**src/rtl/vertex_pkg.sv**
```systemverilog
// rtl/vertex_pkg.sv - shared vertex/triangle types and sequencer state encoding
package vertex_pkg;

  localparam int DEF_VIDX_W  = 8;
  localparam int DEF_VTX_W   = 108;
  localparam int DEF_TRANS_W = 384;
  localparam int DEF_IID_W   = 8;

  // Triangle RAM word: three vertex indices, v0 in the low field
  typedef struct packed {
    logic [DEF_VIDX_W-1:0] v2;
    logic [DEF_VIDX_W-1:0] v1;
    logic [DEF_VIDX_W-1:0] v0;
  } tri_idx_t;

  typedef enum logic [3:0] {
    S_IDLE,
    S_INST,
    S_DESC_WAIT,
    S_TRI_ADDR,
    S_TRI_CAP,
    S_VTX,
    S_EMIT,
    S_NEXT_INST,
    S_DONE
  } seq_state_e;

  typedef struct packed {
    logic [DEF_IID_W-1:0]   inst_id;
    logic [DEF_TRANS_W-1:0] transform;
    logic [DEF_VTX_W-1:0]   v2;
    logic [DEF_VTX_W-1:0]   v1;
    logic [DEF_VTX_W-1:0]   v0;
  } assembled_tri_t;

endpackage

```
**src/rtl/raster_tri_sequencer.sv**
```systemverilog
// rtl/raster_tri_sequencer.sv - per-frame scene walker feeding assembled triangles to setup
module raster_tri_sequencer
  import vertex_pkg::*;
#(
  parameter int MAX_VERT = 8192,
  parameter int MAX_TRI  = 8192,
  parameter int MAX_INST = 256,
  parameter int VIDX_W   = DEF_VIDX_W,
  parameter int TIDX_W   = 8,
  parameter int VTX_W    = DEF_VTX_W,
  parameter int TRANS_W  = DEF_TRANS_W,
  parameter int DESC_LAT = 3,
  parameter int VADDR_W  = $clog2(MAX_VERT),
  parameter int TADDR_W  = $clog2(MAX_TRI),
  parameter int IID_W    = $clog2(MAX_INST),
  parameter int TRI_W    = 3 * VIDX_W
) (
  input  logic               clk,
  input  logic               rst_raster,
  input  logic               frame_start,
  input  logic [IID_W:0]     inst_count,
  output logic [IID_W-1:0]   inst_id_rd,
  input  logic [VADDR_W-1:0] desc_vert_base,
  input  logic [VIDX_W-1:0]  desc_vert_count,
  input  logic [TADDR_W-1:0] desc_tri_base,
  input  logic [TIDX_W-1:0]  desc_tri_count,
  input  logic [TRANS_W-1:0] transform_in,
  output logic [TADDR_W-1:0] tri_addr_rd,
  input  logic [TRI_W-1:0]   idx_tri_in,
  output logic [VADDR_W-1:0] vert_addr_rd,
  input  logic [VTX_W-1:0]   vert_in,
  output logic               out_valid,
  input  logic               out_ready,
  output logic [VTX_W-1:0]   out_v0,
  output logic [VTX_W-1:0]   out_v1,
  output logic [VTX_W-1:0]   out_v2,
  output logic [TRANS_W-1:0] out_transform,
  output logic [IID_W-1:0]   out_inst_id,
  output logic               busy,
  output logic               frame_done,
  output logic               idx_err
);

  localparam int WAIT_W = (DESC_LAT > 1) ? $clog2(DESC_LAT) : 1;
  localparam logic [WAIT_W-1:0] WAIT_LAST = WAIT_W'(DESC_LAT - 1);
  localparam logic [WAIT_W-1:0] WAIT_ONE  = WAIT_W'(1);
  localparam logic [TIDX_W:0]   TRI_ONE   = (TIDX_W+1)'(1);
  localparam logic [IID_W:0]    INST_ONE  = (IID_W+1)'(1);

  seq_state_e             state;
  logic [IID_W:0]         inst_total;
  logic [IID_W:0]         inst_ctr;
  logic [WAIT_W-1:0]      wait_ctr;
  logic [VADDR_W-1:0]     vert_base_r;
  logic [VIDX_W-1:0]      vert_count_r;
  logic [TADDR_W-1:0]     tri_base_r;
  logic [TIDX_W-1:0]      tri_count_r;
  logic [TRANS_W-1:0]     transform_r;
  logic [TIDX_W:0]        tri_ctr;
  logic [2*VIDX_W-1:0]    idx_hi_r;
  logic [1:0]             vsel;
  logic [VTX_W-1:0]       vtx0_r;
  logic [VTX_W-1:0]       vtx1_r;
  logic [TADDR_W-1:0]     taddr_q;
  logic [VADDR_W-1:0]     vaddr_q;

  logic [VIDX_W-1:0]      cap_v0, cap_v1, cap_v2;
  logic [VIDX_W-1:0]      vidx_sel;
  logic [TADDR_W-1:0]     tri_addr_next;
  logic [VADDR_W-1:0]     vaddr_next;
  logic                   drive_v;
  logic [TIDX_W:0]        tri_last;
  logic [IID_W:0]         inst_last;

  assign cap_v0 = idx_tri_in[VIDX_W-1:0];
  assign cap_v1 = idx_tri_in[2*VIDX_W-1:VIDX_W];
  assign cap_v2 = idx_tri_in[3*VIDX_W-1:2*VIDX_W];

  assign tri_last  = {1'b0, tri_count_r} - TRI_ONE;
  assign inst_last = inst_total - INST_ONE;

  // RAM addresses are presented in the cycle of the issuing state so the
  // registered read data lands in the following state; otherwise they hold
  always_comb begin
    vidx_sel = cap_v0;
    if (state == S_VTX) begin
      vidx_sel = (vsel == 2'd0) ? idx_hi_r[VIDX_W-1:0] : idx_hi_r[2*VIDX_W-1:VIDX_W];
    end
    tri_addr_next = tri_base_r + TADDR_W'(tri_ctr);
    vaddr_next    = vert_base_r + VADDR_W'(vidx_sel);
    drive_v       = (state == S_TRI_CAP) || ((state == S_VTX) && (vsel != 2'd2));
    tri_addr_rd   = (state == S_TRI_ADDR) ? tri_addr_next : taddr_q;
    vert_addr_rd  = drive_v ? vaddr_next : vaddr_q;
  end

  // Frame walk: instance -> descriptors -> triangles -> vertices -> emit
  always_ff @(posedge clk or posedge rst_raster) begin
    if (rst_raster) begin
      state         <= S_IDLE;
      inst_total    <= '0;
      inst_ctr      <= '0;
      wait_ctr      <= '0;
      vert_base_r   <= '0;
      vert_count_r  <= '0;
      tri_base_r    <= '0;
      tri_count_r   <= '0;
      transform_r   <= '0;
      tri_ctr       <= '0;
      idx_hi_r      <= '0;
      vsel          <= '0;
      vtx0_r        <= '0;
      vtx1_r        <= '0;
      taddr_q       <= '0;
      vaddr_q       <= '0;
      inst_id_rd    <= '0;
      out_valid     <= 1'b0;
      out_v0        <= '0;
      out_v1        <= '0;
      out_v2        <= '0;
      out_transform <= '0;
      out_inst_id   <= '0;
      busy          <= 1'b0;
      frame_done    <= 1'b0;
      idx_err       <= 1'b0;
    end else begin
      frame_done <= 1'b0;
      case (state)
        S_IDLE: begin
          if (frame_start) begin
            inst_total <= inst_count;
            inst_ctr   <= '0;
            busy       <= 1'b1;
            idx_err    <= 1'b0;
            state      <= (inst_count == '0) ? S_DONE : S_INST;
          end
        end
        S_INST: begin
          inst_id_rd <= inst_ctr[IID_W-1:0];
          wait_ctr   <= '0;
          state      <= S_DESC_WAIT;
        end
        S_DESC_WAIT: begin
          if (wait_ctr == WAIT_LAST) begin
            vert_base_r  <= desc_vert_base;
            vert_count_r <= desc_vert_count;
            tri_base_r   <= desc_tri_base;
            tri_count_r  <= desc_tri_count;
            transform_r  <= transform_in;
            tri_ctr      <= '0;
            state        <= (desc_tri_count == '0) ? S_NEXT_INST : S_TRI_ADDR;
          end else begin
            wait_ctr <= wait_ctr + WAIT_ONE;
          end
        end
        S_TRI_ADDR: begin
          taddr_q <= tri_addr_next;
          state   <= S_TRI_CAP;
        end
        S_TRI_CAP: begin
          idx_hi_r <= {cap_v2, cap_v1};
          if ((cap_v0 >= vert_count_r) || (cap_v1 >= vert_count_r) || (cap_v2 >= vert_count_r)) begin
            idx_err <= 1'b1;
          end
          vaddr_q <= vaddr_next;
          vsel    <= 2'd0;
          state   <= S_VTX;
        end
        S_VTX: begin
          if (vsel == 2'd0) vtx0_r <= vert_in;
          if (vsel == 2'd1) vtx1_r <= vert_in;
          if (vsel != 2'd2) begin
            vaddr_q <= vaddr_next;
            vsel    <= vsel + 2'd1;
          end else begin
            out_v0        <= vtx0_r;
            out_v1        <= vtx1_r;
            out_v2        <= vert_in;
            out_transform <= transform_r;
            out_inst_id   <= inst_ctr[IID_W-1:0];
            out_valid     <= 1'b1;
            state         <= S_EMIT;
          end
        end
        S_EMIT: begin
          if (out_ready) begin
            out_valid <= 1'b0;
            tri_ctr   <= tri_ctr + TRI_ONE;
            state     <= (tri_ctr == tri_last) ? S_NEXT_INST : S_TRI_ADDR;
          end
        end
        S_NEXT_INST: begin
          inst_ctr <= inst_ctr + INST_ONE;
          state    <= (inst_ctr == inst_last) ? S_DONE : S_INST;
        end
        S_DONE: begin
          frame_done <= 1'b1;
          busy       <= 1'b0;
          state      <= S_IDLE;
        end
        default: state <= S_IDLE;
      endcase
    end
  end

endmodule

```
**config.mk**
```make
export PLATFORM = sky130hd
export DESIGN_NAME = raster_tri_sequencer
export DESIGN_NICKNAME = d
export VERILOG_FILES = /design/src/rtl/vertex_pkg.sv /design/src/rtl/raster_tri_sequencer.sv
export SDC_FILE = /design/constraint.sdc
export NUM_CORES = 2
export LEC_CHECK = 0
export ABC_AREA = 1
export CAP_MARGIN = 20
export CORE_AREA = 2 2 523 525
export DETAILED_ROUTE_END_ITERATION = 6
export DIE_AREA = 0 0 525 527
export DONT_BUFFER_PORTS = 1
export GPL_TIMING_DRIVEN = 0
export PLACE_DENSITY = 0.43
export SYNTH_ARGS = -nofsm -noshare
export SYNTH_HDL_FRONTEND = slang
export SYNTH_SLANG_ARGS = --single-unit
```
**constraint.sdc**
```tcl
create_clock -name clk -period 92.1 [get_ports clk]
set_clock_uncertainty 0.1 [all_clocks]
set_input_delay 9.21 -clock clk [delete_from_list [all_inputs] [get_ports clk]]
set_output_delay 9.21 -clock clk [all_outputs]
set_load 0.05 [all_outputs]
```
==> impl_results.md <==
* Synth Area in Compound Gates at 0.0648
* Lkg Pwr at 33.5 nW
* Core ar. at 272,000 um^2
* Post-Synth XOR/XNOR Area at 0.00351
* CP endpoint kind: output port
* Comb pwr share at 0.173
* Die Y at 527 um
* Iter 0 DRT Violations at 2,538
* Worst-skew pair later-pin latency at 0.84 ns
* Data required time of the critical path at 82.79 ns
* TritonRoute pass-1 iters at 6
* CTS tree: built
* First-pass GRT wire length at 335 mm
* Synth cell types at 41
* CP Cell Sequence: inv_1, o21ai_0, ha_1, inv_1, fa_1, nand3b_1, nand2_1, a21o_1, xor2_1, nand2_1, nand2_1
* GRT Total Usage at 0.172
* Residual DRC at 0
* Crit path DAT at 11.39 ns
* Fraction of registers with async set/reset at 1.00
* Antenna violations before repair at 108
* Crit path max-delay family: simple AND/OR/NAND/NOR gates
* Die X at 525 um
* Crit path depth at 11
* Max FO, Critical Path at 4
* Synth cell count leaders: 1,711 x nand2_1, 1,447 x dfrtp_1, 658 x o21ai_0, 393 x mux2_2, 323 x inv_1
* Simple-Gate Fraction of Synth Area at 0.128
* Number of synthesized flops with an enable pin at 0
* Syn Nets at 5,815
* Dpl hpwl at 193 mm
* Synth Flop Type: dfrtp_1
* Rows at 192
* Vias in the first global route at 39,800
* Cell Pwr Density at 36.1 nW/um^2
* Reg2Reg Depth at 8
* Fin crit period at 20.70 ns
* FF-to-FF Start: vsel[0]
* Initial Util at 0.207
* Most used cell, CP: nand2_1
* Status: completed
* Port bufs at 0
* Final period util at 0.225
* GPL Wtd Cong at 0.864
* Mapped Cells at 5,193
* Cell area after synthesis at 56,300 um^2
* WP buf/inv at 2
* # hold bufs at CTS at 0
* Area leader, netlist: dfrtp_1
* CP Launch Type: input pin
* CP max stage cell: fa_1
* Avg WL per Cell at 26.6 um
* Worst setup path class: input pin to output port
* Share of power burned in registers at 0.533
* Reg2Reg Setup Slack at 88.53 ns
* Clk buf depth at 4
* Final hold viol count at 0
* Main combinational cell family by area after synthesis: simple AND/OR/NAND/NOR gates
* Final instance area at 67,300 um^2
* Clock power frac at 0.293
* Max-slew headroom at 0.270
* RR Endpoint: out_transform[382]
* Final nets at 6,028
* DP Area at 61,300 um^2
* Share of cells above drive strength 1 at 0.172
* Worst hold path type: register to register
* DIE AREA at 277,000 um^2
* Seq cells post-synth at 1,447
* Max frequency at 48.3 MHz
* Crit path capture: vert_addr_rd[8]
* Post-synth top area share at 0.643
* Area Growth Syn to Fin at 19.6%
* Max-slew violations at 0
* # clock sinks at 1,447
* Post-cts resize count at 0
* Actual slew at the worst max-slew pin at 1.09 ns
* Sw power at 0.986 mW
* Post-route ant nets at 0
* Seq/Total Area, Yosys at 0.643
* Top cells by area, synth: dfrtp_1 64%, nand2_1 11%, mux2_2 7.9%
* Max Cap Viol at 0
* Grt total ovfl at 0
* Io pins at 1,325
* Vias at 38,800
* CTS H-tree depth at 4
* Critical path origin: idx_tri_in[0]
* Clock transition at the registers of the reported paths at 0.06 ns
* CTS Buf Count at 175
* Final setup vio count at 0
* Avg Inst Size Synth at 10.8 um^2
* Post-Route WL at 244 mm
* RSZ-0062 raised after global routing: no
* Setup_tns at 0 ns
* Worst ir drop on vdd at 0.0000239 V
* Via/cell ratio at 4.24
* Most common cell in the netlist: nand2_1
* Post-CTS Setup Bufs at 0
* Synth Warn # at 0
* P_int at 1.44 mW
* Adder-Cell Fraction of Synth Area at 0.0116
* CP max stage delay at 0.40 ns
* Fill count at 29,000
* CTS Root Cell: clkbuf_16
* Mux cell area share after synthesis at 0.105
* Largest net degree at the start of global routing at 130
* Switching part of the total at 0.406
==> registers in the layout (all words and copies together), names as in the netlist, 16 cells and up <==
register and count:
transform_r 384, vtx0_r 108, out_v0 108, out_v1 108, idx_hi_r 16, vtx1_r 108
out_transform 384, out_v2 108
==> worst register-to-register path: stages, from the launching register on <==
cell	delay, ns
dfrtp_1	0.35
inv_1	0.09
ha_1	0.24
nand2_2	0.40
buf_2	0.56
buf_2	0.71
clkbuf_1	0.80
nand2_1	0.13
o21ai_0	0.11
==> placed cells by master, fill, tap and decap left out, drive strengths merged, types with 41 or more instances in the layout <==
cell / Yosys / final
dfrtp: 1447 / 1447
inv: 329 / 341
clkbuf: 108 / 367
nand2: 1716 / 1716
mux2: 493 / 493
o21ai: 658 / 658
buf: 148 / 183
nand3: 41 / 41
ha: 49 / 49
nor2: 86 / 86
==> cell families after synthesis <==
family	count (synthesis)
compound gates	719
xor+xnor	21
fa+ha+maj	51
buf+inv	585
flops	1447
mux	493
simple gates	1877
==> how the worst min path moves through the flow <==
stage	from	to	slack (ns)	cells past startpoint
after floorplan	idx_hi_r[10]	idx_hi_r[10]	0.34	2
after global placement	vaddr_q[0]	vaddr_q[0]	0.35	2
after detailed placement	idx_hi_r[14]	idx_hi_r[14]	0.35	2
after CTS	idx_hi_r[14]	idx_hi_r[14]	0.37	2
after global routing	idx_hi_r[10]	idx_hi_r[10]	0.38	2
final	idx_hi_r[13]	idx_hi_r[13]	0.36	2
==> through the flow <==
step	setup WS, ns	hold slack, ns	instances	total power [mW]	utilization
floorplan	41.98	0.337	5193	1.54	-
global placement	24.98	0.351	8782	1.71	0.224
detailed placement	70.93	0.354	8817	1.73	0.226
CTS	70.92	0.368	9129	2.46	0.247
global route	71.22	0.382	9138	2.57	0.247
finish	71.40	0.363	9165	2.43	0.248
==> cell type report <==
cell class	instances	area (um^2)	area share
Clock inverter	54	736	0.0109
Sequential cell	1447	36200	0.538
Clock buffer	258	5140	0.0764
Buffer	256	1200	0.0179
Tap cell	3589	4490	0.0667
Timing Repair Buffer	36	552	0.00820
Inverter	329	1240	0.0185
Multi-Input combinational cell	3161	17600	0.262
Antenna cell	35	87.6	0.00130
==> per-layer routing <==
metal  share of wire  up-vias  global-route usage
met3            0.12      421              0.0864
met5          0.0020        -                   0
met1            0.38    19600               0.197
li1                -    17200                   -
met2            0.46     1538               0.275
met4           0.038       78              0.0605
==> power by group through the flow <==
stage          logic (mW)  registers (mW)  clock network (mW)
5_1_grt             0.486            1.32               0.760
4_1_cts             0.426            1.30               0.735
3_3_place_gp        0.400            1.31                   0
2_1_floorplan       0.318            1.22                   0
6_report            0.421            1.29               0.712
3_5_place_dp        0.422            1.31                   0
Power figures use the tool's default switching activity.
